<file path="config.mk">
export PLATFORM = sky130hd
export DESIGN_NAME = paddle_driver
export DESIGN_NICKNAME = d
export VERILOG_FILES = /design/src/rtl/pong_pkg.sv /design/src/rtl/paddle_driver_button_debounce.sv /design/src/rtl/paddle_driver.sv
export SDC_FILE = /design/constraint.sdc
export NUM_CORES = 1
export LEC_CHECK = 0
export CORE_ASPECT_RATIO = 1.5
export CORE_UTILIZATION = 35
export DETAILED_ROUTE_END_ITERATION = 6
export MAX_ROUTING_LAYER = met4
export PLACE_DENSITY = 0.54
export SETUP_SLACK_MARGIN = 0.5
export SYNTH_ARGS = -nofsm -noshare
export SYNTH_HDL_FRONTEND = slang
export SYNTH_SLANG_ARGS = --single-unit
</file>
<file path="constraint.sdc">
create_clock -name slowclock -period 4.6 [get_ports slowclock]
set_input_delay 0.69 -clock slowclock [delete_from_list [all_inputs] [get_ports slowclock]]
set_output_delay 0.69 -clock slowclock [all_outputs]
set_load 0.01 [all_outputs]
</file>
<file path="src/rtl/pong_pkg.sv">
// Shared playfield geometry and paddle direction encoding for the pong
// datapath (paddle driver and ball block).
package pong_pkg;

    localparam int SCREEN_W = 640;
    localparam int SCREEN_H = 480;
    localparam int PADDLE_H = 120;
    localparam int COORD_W  = 10;
    localparam int Y_MAX    = SCREEN_H - PADDLE_H;

    typedef enum logic [1:0] {
        IDLE = 2'b00,
        UP   = 2'b01,
        DOWN = 2'b10
    } paddle_dir_e;

endpackage

</file>
<file path="src/rtl/paddle_driver_button_debounce.sv">
// Two-flop synchroniser followed by a stable-count debouncer for one raw
// push button. level only changes after the synchronised input has
// disagreed with it for DEBOUNCE consecutive ticks.
module button_debounce #(
    parameter int DEBOUNCE = 4
) (
    input  logic slowclock,
    input  logic reset,
    input  logic raw,
    output logic level
);

    localparam logic [3:0] CNT_LAST = 4'(DEBOUNCE - 1);

    logic       sync_1;
    logic       sync_2;
    logic [3:0] stable_cnt;

    // bring the asynchronous button into the slowclock domain
    always_ff @(posedge slowclock or negedge reset) begin
        if (!reset) begin
            sync_1 <= 1'b0;
            sync_2 <= 1'b0;
        end else begin
            sync_1 <= raw;
            sync_2 <= sync_1;
        end
    end

    // count ticks of disagreement; flip the level once the count completes
    always_ff @(posedge slowclock or negedge reset) begin
        if (!reset) begin
            stable_cnt <= '0;
            level      <= 1'b0;
        end else if (sync_2 == level) begin
            stable_cnt <= '0;
        end else if (stable_cnt == CNT_LAST) begin
            stable_cnt <= '0;
            level      <= ~level;
        end else begin
            stable_cnt <= stable_cnt + 4'd1;
        end
    end

endmodule

</file>
<file path="src/rtl/paddle_driver.sv">
// Left paddle position generator. Debounced up/down buttons drive a
// direction FSM with hold-to-accelerate stepping; position is clamped to
// 0..Y_MAX. Optional ball-tracking mode is built when AUTO_PADDLE_EN is
// defined (adds ball_y and auto_mode inputs).
module paddle_driver
    import pong_pkg::*;
#(
    parameter int Y_INIT      = 180,
    parameter int DEBOUNCE    = 4,
    parameter int STEP        = 2,
    parameter int STEP_FAST   = 6,
    parameter int HOLD_CYCLES = 16
) (
    input  logic                  slowclock,
    input  logic                  reset,
    input  logic                  btn_up,
    input  logic                  btn_down,
    input  logic                  recenter,
`ifdef AUTO_PADDLE_EN
    input  logic [COORD_W-1:0]    ball_y,
    input  logic                  auto_mode,
`endif
    output logic [COORD_W-1:0]    paddle_y,
    output logic                  at_top,
    output logic                  at_bottom,
    output logic [1:0]            dir
);

    localparam int HOLD_W = $clog2(HOLD_CYCLES + 1);

    localparam logic [COORD_W-1:0] Y_INIT_C = COORD_W'(Y_INIT);
    localparam logic [COORD_W-1:0] Y_MAX_C  = COORD_W'(Y_MAX);
    localparam logic [COORD_W:0]   Y_MAX_W  = (COORD_W+1)'(Y_MAX);
    localparam logic [COORD_W:0]   STEP_C   = (COORD_W+1)'(STEP);
    localparam logic [COORD_W:0]   FAST_C   = (COORD_W+1)'(STEP_FAST);
    localparam logic [HOLD_W-1:0]  HOLD_C   = HOLD_W'(HOLD_CYCLES);

    logic                  db_up;
    logic                  db_down;
    paddle_dir_e           state;
    paddle_dir_e           next_state;
    logic [HOLD_W-1:0]     hold_cnt;
    logic [HOLD_W-1:0]     hold_next;
    logic [COORD_W:0]      step_w;
    logic [COORD_W:0]      paddle_w;
    logic [COORD_W:0]      sum_w;
    logic [COORD_W:0]      diff_w;
    logic [COORD_W-1:0]    y_next;

    button_debounce #(.DEBOUNCE(DEBOUNCE)) u_db_up (
        .slowclock (slowclock),
        .reset     (reset),
        .raw       (btn_up),
        .level     (db_up)
    );

    button_debounce #(.DEBOUNCE(DEBOUNCE)) u_db_down (
        .slowclock (slowclock),
        .reset     (reset),
        .raw       (btn_down),
        .level     (db_down)
    );

    assign paddle_w = {1'b0, paddle_y};
    assign sum_w    = paddle_w + step_w;
    // bit COORD_W of the difference is the borrow: set when paddle_y < step
    assign diff_w   = paddle_w - step_w;
    assign dir      = state;

`ifdef AUTO_PADDLE_EN
    logic signed [COORD_W+1:0] ball_off;
    logic [COORD_W-1:0]        target;
    logic [COORD_W:0]          target_w;

    // tracking target: paddle centred on the ball, clamped to the field
    always_comb begin
        ball_off = $signed({2'b00, ball_y}) - $signed((COORD_W+2)'(PADDLE_H / 2));
        target   = '0;
        if (ball_off < 0) begin
            target = '0;
        end else if (ball_off > $signed((COORD_W+2)'(Y_MAX))) begin
            target = Y_MAX_C;
        end else begin
            target = ball_off[COORD_W-1:0];
        end
        target_w = {1'b0, target};
    end
`endif

    // direction decision from debounced buttons (or the tracker)
    always_comb begin
        next_state = IDLE;
        if (db_up && !db_down) begin
            next_state = UP;
        end else if (db_down && !db_up) begin
            next_state = DOWN;
        end
`ifdef AUTO_PADDLE_EN
        if (auto_mode) begin
            next_state = IDLE;
            if (paddle_w > target_w + STEP_C) begin
                next_state = UP;
            end else if (paddle_w + STEP_C < target_w) begin
                next_state = DOWN;
            end
        end
`endif
    end

    // step size and hold counter; idle or reversal restarts acceleration
    always_comb begin
        step_w    = (hold_cnt < HOLD_C) ? STEP_C : FAST_C;
        hold_next = hold_cnt;
        if (next_state == IDLE || (state != IDLE && next_state != state)) begin
            hold_next = '0;
        end else if (state != IDLE && hold_cnt < HOLD_C) begin
            hold_next = hold_cnt + 1'b1;
        end
`ifdef AUTO_PADDLE_EN
        if (auto_mode) begin
            step_w    = STEP_C;
            hold_next = '0;
        end
`endif
    end

    // clamped position update driven by the registered direction
    always_comb begin
        y_next = paddle_y;
        case (state)
            UP:      y_next = diff_w[COORD_W] ? '0 : diff_w[COORD_W-1:0];
            DOWN:    y_next = (sum_w > Y_MAX_W) ? Y_MAX_C : sum_w[COORD_W-1:0];
            default: y_next = paddle_y;
        endcase
    end

    // direction FSM, hold counter, position and limit flags
    always_ff @(posedge slowclock or negedge reset) begin
        if (!reset) begin
            state     <= IDLE;
            hold_cnt  <= '0;
            paddle_y  <= Y_INIT_C;
            at_top    <= 1'b0;
            at_bottom <= 1'b0;
        end else if (recenter) begin
            state     <= IDLE;
            hold_cnt  <= '0;
            paddle_y  <= Y_INIT_C;
            at_top    <= (Y_INIT_C == '0);
            at_bottom <= (Y_INIT_C == Y_MAX_C);
        end else begin
            state     <= next_state;
            hold_cnt  <= hold_next;
            paddle_y  <= y_next;
            at_top    <= (y_next == '0);
            at_bottom <= (y_next == Y_MAX_C);
        end
    end

endmodule

</file>
==> results of run 1 <==
-- kinds of logic after synthesis --
| kind of cell | count (synthesis) | share of synthesized area (%) |
|---|---|---|
| adders and majority gates | 12 | 7.73 |
| and+or+nand+nor | 93 | 25.4 |
| DFF | 33 | 38.9 |
| muxes | 2 | 0.996 |
| xor gates and xnor gates | 15 | 6.15 |
| AOI/OAI and AO/OA | 48 | 15.9 |
| buffers and inverters | 24 | 4.92 |
-- cell usage after synthesis, drive strengths merged (5+ instances only) --
master | count | area share, %
o21ai | 10 | 2.5
inv | 15 | 2.6
a21oi | 11 | 2.6
xor2 | 5 | 2.1
nor2 | 21 | 4.2
nand3 | 8 | 1.9
buf | 6 | 1.8
nand2b | 5 | 1.5
dfrtp | 29 | 34
nor3 | 9 | 2.6
ha | 10 | 5.9
xnor2 | 10 | 4.1
nor2b | 6 | 1.8
nand2 | 15 | 2.6
-- per-stage QoR --
step                cell area (um^2)  setup WS [ns]  hold WS (ns)
floorplan                       2140           1.48         0.331
global placement                2360           1.35         0.332
detailed placement              2360           1.27         0.342
CTS                             2480           1.26         0.357
global route                    2480           1.07         0.359
finish                          2480           1.27         0.351
-- per-layer routing --
layer / vias up / global-route usage (%) / wire [um]
met5: - / - / 0
met4: 0 / 10.2 / 234
met3: 21 / 2.93 / 101
met2: 37 / 30.8 / 2710
met1: 848 / 18.0 / 1930
li1: 849 / - / -
-- final cells by class --
type	instances	area, um^2
Tap cell	72	90.1
Fill cell	578	3350
Clock buffer	7	86.3
Timing Repair Buffer	19	188
Multi-Input combinational cell	170	1200
Inverter	15	56.3
Clock inverter	1	30.0
Sequential cell	33	831
-- registers in the layout (all words and copies together) (netlist names) --
register              cells
u_db_up.sync_2            1
paddle_y                 10
u_db_down.sync_2          1
u_db_up.sync_1            1
at_bottom                 1
hold_cnt                  5
u_db_down.stable_cnt      4
u_db_down.level           1
dir                       2
at_top                    1
u_db_up.stable_cnt        4
u_db_up.level             1
u_db_down.sync_1          1
-- power by group through the flow --
stage	combinational, uW	clock [uW]	sequential, uW
2_1_floorplan	315	0	392
3_3_place_gp	429	0	422
3_5_place_dp	419	0	423
4_1_cts	423	285	417
5_1_grt	468	296	427
6_report	425	274	418
-- final timing paths --
check,to,slack (ns),cells after the start
setup reg to reg,at_top,1.27,10
hold / removal,u_db_down.sync_2,0.35,0
max in group asynchronous,paddle_y[4],3.46,2
hold reg to reg,u_db_down.sync_2,0.35,0
min in group asynchronous,u_db_up.stable_cnt[1],0.81,2
setup / recovery,at_top,1.27,10
-- critical path: stages, from the launching register on --
cell	delay [ns]
dfrtp_1	0.53
inv_1	0.11
fa_1	0.54
nand3b_4	0.20
xor2_1	0.17
or3_4	0.36
nor3_4	0.26
nor2_2	0.08
a41o_1	0.26
or4_4	0.54
nor3_1	0.20
==> out/qor.yml, run 1 <==
yosys:
  syn_area_mm2: 0.00214
  syn_inst: 227
  synth_flop_cell: "dfrtp_1"
  syn_area_per_cell_um2: 9.41
  async_flop_share_pct: 100
  synth-seq-area-share_pct: 38.9
  synth-edff-count: 0
  syn_nets: 244
  ys_ff_latch: 33
  ys_warn_count: 0
  synth_cell_types: 62
grt:
  grt_pass1_wl_um: 8400
  grt_pass1_vias: 1782
  antenna_found_initial: 0
  grt_remaining_overflow: 0
  grt_max_degree: 34
  grtUsageTotal_pct: 17.7
timing:
  tns_ns: 0
  relSlewSlack_pct: 57.3
  rsz0062_at_grt: "no"
  hold_viol: 0
  setup_viol: 0
  worst-slew-pin-transition_ns: 0.634
  timing.fmax_ghz: 0.300
  drv_slew: 0
  period_share_pct: 72.4
  min_period_ns: 3.33
  fin_worst_skew_ns: 0.00663
detailed_routing:
  drc: 0
  drt_iter0_markers: 76
  via_count: 1755
  firstDrtPassIters: 4
  antenna_left: 0
  wirelength_um: 4980
  viasPerCell: 5.54
  post_drt_wl_per_cell_um: 15.7
pwr:
  finalPower_uw: 1120
  powerDensity_mw_per_mm2: 450
  worst_ir_drop_vdd_mv: 0.404
  seqPwrFrac_pct: 37.4
  clkPwrFrac_pct: 24.5
  sw_frac_of_total_pct: 36.8
  p_switching_uw: 411
  p_leak_uw: 0.000979
  p_int_uw: 705
  p_comb_share_pct: 38.0
clocking:
  cts.sinks: 33
  clk_latency_ns: 0.28
  ctsHoldBuffers: 0
  post_cts_buffers: 0
  cts_buffers: 5
  htreeDepth: 2
  cts_tree: "done"
  clockBufferDepth: 2
  clk_pin_slew_ns: 0.07
  clock-root-buffer: "clkbuf_8"
  cts_resized: 0
worst_setup_path:
  worstPathArrival_ns: 3.52
  critical_path.endpoint_type: "flip-flop"
  crit_required_ns: 4.79
  crit_start: "paddle_y[1]"
  cp_max_fo: 10
  r2r_start: "paddle_y[1]"
  critical_path_class: "flip-flop to flip-flop"
  start_kind: "flip-flop"
flow_run:
  maxCapViolations: 0
cells_and_area:
  nNetsFinal: 261
  final_layout_size_suffix_gt1_share_pct: 11.0
  fin_cells: 317
  area_growth_pct: 16.2
  finish.utilization_pct: 42.6
  final_cell_mix: "dfrtp_1 (29), nor2_1 (19), clkdlybuf4s50_1 (18), inv_1 (15), nand2_1 (15)"
  layout_commonest_cell: "dfrtp_1"
  num_antenna_cells: 0
floorplanning:
  io_pins: 19
  die_area_mm2: 0.00643
  die_w_um: 65.8
  num_rows: 34
  die_h_um: 97.7
  start_util_pct: 36.6
  core-area_mm2: 0.00583
place:
  globalplace.congestion: 0.899
  dp_hpwl_um: 3900
  port_buffers: 18
  place_inst: 309
hold_path:
  hold_path.class: "flip-flop to flip-flop"
  min-delay-start: "u_db_down.sync_1"
run_status:
  outcome: "finished, final reports clean"
Note: power is estimated with default switching activity, not from simulation.
==> inputs of run 2 (changes only) <==
--- a/config.mk
+++ b/config.mk
@@ -9,7 +9,7 @@
 export CORE_UTILIZATION = 35
 export DETAILED_ROUTE_END_ITERATION = 6
 export MAX_ROUTING_LAYER = met4
-export PLACE_DENSITY = 0.54
+export PLACE_DENSITY = 0.56
 export SETUP_SLACK_MARGIN = 0.5
 export SYNTH_ARGS = -nofsm -noshare
 export SYNTH_HDL_FRONTEND = slang
==> constraint.sdc (replaced) <==
create_clock -name slowclock -period 2.8 [get_ports slowclock]
set_input_delay 0.42 -clock slowclock [delete_from_list [all_inputs] [get_ports slowclock]]
set_output_delay 0.42 -clock slowclock [all_outputs]
set_load 0.01 [all_outputs]
==> out/qor.yml, run 2 (synthesized netlist as in run 1, its figures left out) <==
cells_and_area:
  final_cell_mix: "buf_4 (32), dfrtp_1 (29), clkdlybuf4s50_1 (18), nor2_1 (17), nand2_1 (15)"  # was dfrtp_1 (29), nor2_1 (19), clkdlybuf4s50_1 (18), inv_1 (15), nand2_1 (15)
  nNetsFinal: 295  # was 261
  area_growth_pct: 35.1  # was 16.2%
  num_antenna_cells: 0  # unchanged
  final_layout_size_suffix_gt1_share_pct: 29.0  # was 11.0%
  finish.utilization_pct: 49.5  # was 42.6%
  largest_reg_flops: 10  # unchanged
  largestRegisters: "paddle_y: 10 flops, hold_cnt: 5 flops"  # unchanged
  top_register: "paddle_y"  # unchanged
  fill_cells: 557  # was 578
  layout_commonest_cell: "buf_4"  # was dfrtp_1
  fin_cells: 351  # was 317
pwr:
  p_int_uw: 1180  # was 705 uW
  worst_ir_drop_vdd_mv: 0.425  # was 0.404 mV
  p_leak_uw: 0.00117  # was 0.000979 uW
  p_switching_uw: 764  # was 411 uW
  finalPower_uw: 1940  # was 1120 uW
  p_comb_share_pct: 48.4  # was 38.0%
  clkPwrFrac_pct: 17.3  # was 24.5%
  powerDensity_mw_per_mm2: 674  # was 450 mW/mm^2
  sw_frac_of_total_pct: 39.3  # was 36.8%
  seqPwrFrac_pct: 34.3  # was 37.4%
timing:
  tns_ns: -0.439  # was 0 ns
  timing.fmax_ghz: 0.334  # was 0.300 GHz
  rsz0062_at_grt: "yes"  # was no
  hold_viol: 0  # unchanged
  worst-slew-pin-transition_ns: 0.570  # was 0.634 ns
  worst_hold_slack_ns: 0.353  # was 0.351 ns
  fin_worst_skew_ns: 0.00688  # was 0.00663 ns
  relSlewSlack_pct: 61.7  # was 57.3%
  period_share_pct: 107  # was 72.4%
  drv_slew: 0  # unchanged
  min_period_ns: 3.00  # was 3.33 ns
  setup_viol: 3  # was 0
  setup_ws_ns: -0.198  # was 1.27 ns
worst_setup_path:
  reg2reg_depth: 10  # unchanged
  critical_path.endpoint_type: "flip-flop"  # unchanged
  endpoint: "at_bottom"  # was at_top
  worstPathArrival_ns: 3.20  # was 3.52 ns
  ff2ff_setup_slack_ns: -0.20  # was 1.27 ns
  r2r_start: "paddle_y[2]"  # was paddle_y[1]
  start_kind: "flip-flop"  # unchanged
  slowest_delay_ns: 0.54  # about the same
  cp_max_fo: 5  # was 10
  crit_start: "paddle_y[2]"  # was paddle_y[1]
  crit_chain: "inv_2 > fa_2 > nand3b_4 > xor2_2 > or3_4 > nor3_4 > o221ai_1 > and3_1 > or4_4 > nor3_2"  # was inv_1 > fa_1 > nand3b_4 > xor2_1 > or3_4 > nor3_4 > nor2_2 > a41o_1 > or4_4 > nor3_1
  critical_path_class: "flip-flop to flip-flop"  # unchanged
  reg2reg_to: "at_bottom"  # was at_top
  crit_path_top_delay_cell: "dfstp_2"  # was fa_1
  crit_required_ns: 3.00  # was 4.79 ns
clocking:
  htreeDepth: 2  # unchanged
  clk_latency_ns: 0.28  # about the same
  cts_buffers: 5  # unchanged
  clock-root-buffer: "clkbuf_8"  # unchanged
  clk_pin_slew_ns: 0.07  # about the same
  cts.sinks: 33  # unchanged
  clockBufferDepth: 2  # unchanged
  cts_tree: "done"  # unchanged
  ctsHoldBuffers: 0  # unchanged
run_status:
  outcome: "finished with violations"  # was finished, final reports clean
  failed_checks: "negative setup slack"
detailed_routing:
  wirelength_um: 5450  # was 4980 um
  via_count: 1890  # was 1755
  drc: 0  # unchanged
  post_drt_wl_per_cell_um: 15.5  # was 15.7 um
  antenna_left: 0  # unchanged
  drt_iter0_markers: 96  # was 76
  viasPerCell: 5.38  # was 5.54
  firstDrtPassIters: 4  # unchanged
floorplanning:
  num_rows: 34  # unchanged
  die_w_um: 65.8  # unchanged
  die_area_mm2: 0.00643  # unchanged
  die_h_um: 97.7  # unchanged
  core-area_mm2: 0.00583  # unchanged
  start_util_pct: 36.6  # unchanged
  io_pins: 19  # unchanged
place:
  globalplace.congestion: 0.953  # was 0.899
  place_inst: 334  # was 309
  port_buffers: 18  # unchanged
  dp_hpwl_um: 4080  # was 3900 um
grt:
  grt_remaining_overflow: 0  # unchanged
  grt_pass1_wl_um: 9000  # was 8400 um
  grt_use_met1_pct: 20.3  # was 18.0%
  grtUsageMet2_pct: 32.1  # was 30.8%
  grtUsageTotal_pct: 19.1  # was 17.7%
  antenna_found_initial: 0  # unchanged
  grt_max_degree: 34  # unchanged
  grt.busiest_layer: "met2"  # unchanged
  grt_pass1_vias: 1954  # was 1782
  grtUsageMet3_pct: 3.64  # was 2.93%
flow_run:
  maxCapViolations: 0  # unchanged
hold_path:
  hold_path.class: "flip-flop to flip-flop"  # unchanged
run 2: cell types whose count changed in the layout (fill, tap and decap cells not counted), sizes merged:
| cell | change |
|---|---|
| buf | +34 |
| clkinv | +2 |
| bufinv | -1 |
| clkbuf | -1 |
run 2: timing repair:
action	in CTS	in global routing
pin swaps	6	11
setup endpoints to repair	11	12
setup buffers	4	5
resized for setup	20	6
run 2: final cells by class:
type                            count  area (um^2)  area share (%)
Timing Repair Buffer               53          454            15.7
Multi-Input combinational cell    170         1370            47.5
Sequential cell                    33          831            28.8
Clock inverter                      2         10.0           0.347
Clock buffer                        6         72.6            2.52
Inverter                           15         56.3            1.95
Tap cell                           72         90.1            3.12
run 2: worst max-delay path: cells and delay by family, from the launching register on:
family	cells	cell delay, ns
adders and majority gates	1	0.39
and+or+nand+nor	6	1.64
xor gates and xnor gates	1	0.17
buffers and inverters	1	0.04
AOI/OAI and AO/OA	1	0.14
DFF	1	0.54
run 2: metrics by stage:
stage,instance area (um^2),setup slack [ns]
2_1_floorplan,2170,-0.101
3_3_place_gp,2580,-0.144
3_5_place_dp,2580,-0.140
4_1_cts,2800,-0.146
5_1_grt,2890,-0.293
6_report,2890,-0.198
run 2: worst min-delay path by stage:
stage / slack (ns) / end / startpoint / cells past startpoint
after detailed placement: 0.34 / u_db_down.sync_2 / u_db_down.sync_1 / 0
after floorplan: 0.12 / at_bottom / reset / 0
after CTS: 0.36 / u_db_down.sync_2 / u_db_down.sync_1 / 0
after global routing: 0.37 / u_db_down.sync_2 / u_db_down.sync_1 / 0
final: 0.35 / u_db_down.sync_2 / u_db_down.sync_1 / 0
after global placement: 0.34 / u_db_down.sync_2 / u_db_down.sync_1 / 0
run 2: routing by layer:
layer	up-vias	wire, um
li1	910	-
met1	907	2130
met2	48	2890
met3	25	155
met4	0	271
met5	-	0
run 2: power by group through the flow:
stage	Sequential, uW	Combinational [uW]	Clock [uW]
after floorplan	645	531	0
after global placement	671	817	0
after detailed placement	671	813	0
after CTS	665	896	352
after global routing	679	1030	377
final	666	941	336
==> inputs of run 3 (changes only) <==
--- a/config.mk
+++ b/config.mk
@@ -5,6 +5,7 @@
 export SDC_FILE = /design/constraint.sdc
 export NUM_CORES = 1
 export LEC_CHECK = 0
+export ABC_CLOCK_PERIOD_IN_PS = 2800
 export CORE_ASPECT_RATIO = 1.5
 export CORE_UTILIZATION = 35
 export DETAILED_ROUTE_END_ITERATION = 6
@@ -13,4 +14,5 @@
 export SETUP_SLACK_MARGIN = 0.5
 export SYNTH_ARGS = -nofsm -noshare
 export SYNTH_HDL_FRONTEND = slang
+export SYNTH_HIERARCHICAL = 1
 export SYNTH_SLANG_ARGS = --single-unit
==> out/qor.yml, run 3 <==
run_status:
  outcome: "finished, final reports clean"  # was finished with violations
floorplanning:
  core-area_mm2: 0.00613  # was 0.00583 mm^2
  num_rows: 35  # was 34
  start_util_pct: 36.2  # was 36.6%
  die_w_um: 67.0  # was 65.8 um
  die_h_um: 99.6  # was 97.7 um
  die_area_mm2: 0.00667  # was 0.00643 mm^2
  io_pins: 19  # unchanged
cells_and_area:
  fill_cells: 591  # was 557
  num_antenna_cells: 0  # unchanged
  largest_reg_flops: 10  # unchanged
  layout_commonest_cell: "buf_4"  # unchanged
  final_layout_size_suffix_gt1_share_pct: 36.6  # was 29.0%
  final_cell_mix: "buf_4 (45), dfrtp_1 (28), nand2_1 (21), clkdlybuf4s50_1 (18), nor2_1 (16)"  # was buf_4 (32), dfrtp_1 (29), clkdlybuf4s50_1 (18), nor2_1 (17), nand2_1 (15)
  largestRegisters: "paddle_y: 10 flops, hold_cnt: 5 flops"  # unchanged
  nNetsFinal: 308  # was 295
  area_growth_pct: 38.7  # was 35.1%
  top_register: "paddle_y"  # unchanged
timing:
  period_share_pct: 98.9  # was 107%
  drv_slew: 0  # unchanged
  rsz0062_at_grt: "yes"  # unchanged
  tns_ns: 0  # was -0.439 ns
  setup_viol: 0  # was 3
  hold_viol: 0  # unchanged
  timing.fmax_ghz: 0.361  # was 0.334 GHz
  fin_worst_skew_ns: 0.00559  # was 0.00688 ns
  relSlewSlack_pct: 66.0  # was 61.7%
  worst-slew-pin-transition_ns: 0.504  # was 0.570 ns
  min_period_ns: 2.77  # was 3.00 ns
grt:
  grt_max_degree: 34  # unchanged
  grt_pass1_vias: 1928  # was 1954
  grtUsageTotal_pct: 18.5  # was 19.1%
  grt_pass1_wl_um: 9070  # was 9000 um
  grt_remaining_overflow: 0  # unchanged
  antenna_found_initial: 0  # unchanged
worst_setup_path:
  crit_chain: "inv_2 > fa_2 > and4b_1 > and3_1 > mux2i_1 > o22a_2 > buf_4 > a21oi_2 > a22oi_2 > or3b_1 > nor3b_2"  # was inv_2 > fa_2 > nand3b_4 > xor2_2 > or3_4 > nor3_4 > o221ai_1 > and3_1 > or4_4 > nor3_2
  reg2reg_depth: 11  # was 10
  start_kind: "flip-flop"  # unchanged
  reg2reg_to: "at_top"  # was at_bottom
  ff2ff_setup_slack_ns: 0.03  # was -0.20 ns
  slowest_delay_ns: 0.57  # was 0.54 ns
  critical_path.endpoint_type: "flip-flop"  # unchanged
  cp_max_fo: 5  # unchanged
  crit_path_top_delay_cell: "dfstp_2"  # unchanged
  crit_required_ns: 3.01  # was 3.00 ns
  r2r_start: "paddle_y[2]"  # unchanged
  critical_path_class: "flip-flop to flip-flop"  # unchanged
  worstPathArrival_ns: 2.98  # was 3.20 ns
yosys:
  synth_top_cells_by_area: "dfrtp_1 (33%), ha_1 (5.6%), dfstp_2 (4.7%), nand2_1 (3.5%), nor2_1 (3.0%)"  # was dfrtp_1 (34%), ha_1 (5.9%), dfstp_2 (4.9%), xnor2_1 (4.1%), nor2_1 (3.3%)
  synth_cell_types: 64  # was 62
  ys_warn_count: 6  # was 0
  syn_inst: 228  # was 227
  synth_top_area_share_pct: 32.7  # was 34.0%
  syn_area_per_cell_um2: 9.74  # was 9.41 um^2
  async_flop_share_pct: 100  # unchanged
  ys_top_cells_by_count: "dfrtp_1 (29), nand2_1 (21), nor2_1 (18)"  # was dfrtp_1 (29), nor2_1 (19), inv_1 (15), nand2_1 (15), a21oi_1 (11)
  ys_ff_latch: 33  # unchanged
  yosysMostFrequentCell: "dfrtp_1"  # unchanged
  syn_nets: 245  # was 244
  synth-seq-area-share_pct: 37.4  # was 38.9%
  synth_largest_area_cell: "dfrtp_1"  # unchanged
  synth-edff-count: 0  # unchanged
  synth_flop_cell: "dfrtp_1"  # unchanged
  syn_area_mm2: 0.00222  # was 0.00214 mm^2
place:
  dp_hpwl_um: 4070  # was 4080 um
  port_buffers: 18  # unchanged
  globalplace.congestion: 0.828  # was 0.953
hold_path:
  min-delay-start: "u_db_up/sync_1"  # was u_db_down.sync_1
  hold_end: "u_db_up/sync_2"  # was u_db_down.sync_2
  hold_path.class: "flip-flop to flip-flop"  # unchanged
  whs_path_depth: 0  # unchanged
clocking:
  clock-root-buffer: "clkbuf_8"  # unchanged
  ctsHoldBuffers: 0  # unchanged
  cts.sinks: 33  # unchanged
  htreeDepth: 2  # unchanged
  cts_buffers: 5  # unchanged
  clk_latency_ns: 0.28  # about the same
  clk_pin_slew_ns: 0.07  # about the same
  cts_tree: "done"  # unchanged
  clockBufferDepth: 2  # unchanged
detailed_routing:
  post_drt_wl_per_cell_um: 15.5  # about the same
  antenna_left: 0  # unchanged
  via_count: 1968  # was 1890
  wirelength_um: 5660  # was 5450 um
  viasPerCell: 5.38  # about the same
  drc: 0  # unchanged
  firstDrtPassIters: 4  # unchanged
  drt_iter0_markers: 93  # was 96
pwr:
  p_leak_uw: 0.00124  # was 0.00117 uW
  finalPower_uw: 2130  # was 1940 uW
  worst_ir_drop_vdd_mv: 0.432  # was 0.425 mV
  powerDensity_mw_per_mm2: 691  # was 674 mW/mm^2
flow_run:
  maxCapViolations: 0  # unchanged
run 3: cell type report:
cell class              count  area (um^2)  share of cell area, %
multi-input cells         175         1480                   48.1
flip-flops and latches     33          832                   27.0
repair buffers             66          552                   17.9
well taps                  74         92.6                   3.01
clock buffers               5         68.8                   2.23
inverters                  10         37.5                   1.22
clock inverters             3         17.5                  0.569
run 3: through the flow:
step	util, %	worst slack, ns	hold WS [ns]	cell area [um^2]	cells
3_5_place_dp	44.9	-0.0532	0.339	2750	343
6_report	50.2	0.0299	0.351	3080	366
5_1_grt	50.2	-0.0671	0.358	3080	366
4_1_cts	48.1	0.0222	0.355	2950	359
2_1_floorplan	-	0.0663	0.124	2290	228
3_3_place_gp	44.9	-0.0459	0.334	2750	343
run 3: where the power goes:
group          internal, uW  total, uW  leakage (uW)  switching, uW
clock                   171        345     0.0000439            174
combinational           511       1070      0.000771            555
sequential              577        716      0.000427            139
run 3: how the worst max path moves through the flow:
stage	startpoint	endpoint	slack [ns]	depth (start not counted)
floorplan	paddle_y[2]	at_top	0.07	11
global placement	paddle_y[2]	at_top	-0.05	10
detailed placement	paddle_y[2]	at_top	-0.05	10
CTS	paddle_y[2]	at_top	0.02	10
global route	paddle_y[2]	at_top	-0.07	11
finish	paddle_y[2]	at_top	0.03	11
run 3: routing by layer:
metal | GRT usage [%] | share of wire [%] | vias up
met4 | 9.66 | 3.7 | 0
li1 | - | - | 963
met2 | 30.4 | 52 | 36
met5 | - | 0 | -
met3 | 3.21 | 3.0 | 17
met1 | 20.8 | 41 | 952
run 3: cells by family after synthesis:
logic type | Yosys count | synth area share [%]
AND/OR/NAND/NOR | 89 | 22.9
AO/OA/AOI/OAI | 59 | 22.0
flip-flops | 33 | 37.4
buffers and inverters | 20 | 4.00
adder cells (fa/ha/maj) | 12 | 7.44
XOR/XNOR | 11 | 4.34
multiplexers | 4 | 1.92
run 3: critical path: cells and delay by family (launching register included):
| kind | cells | cell delay, ns |
|---|---|---|
| AO/OA/AOI/OAI | 3 | 0.50 |
| adder cells (fa/ha/maj) | 1 | 0.38 |
| buffers and inverters | 2 | 0.20 |
| flip-flops | 1 | 0.57 |
| multiplexers | 1 | 0.06 |
| AND/OR/NAND/NOR | 4 | 0.99 |
run 3: repair_timing:
item	4_1_cts	5_1_grt
endpoints found under the setup margin	11	12
setup buffers	8	7
endpoints found under the hold margin	0	0
pin swaps	13	11
resized for setup	12	15
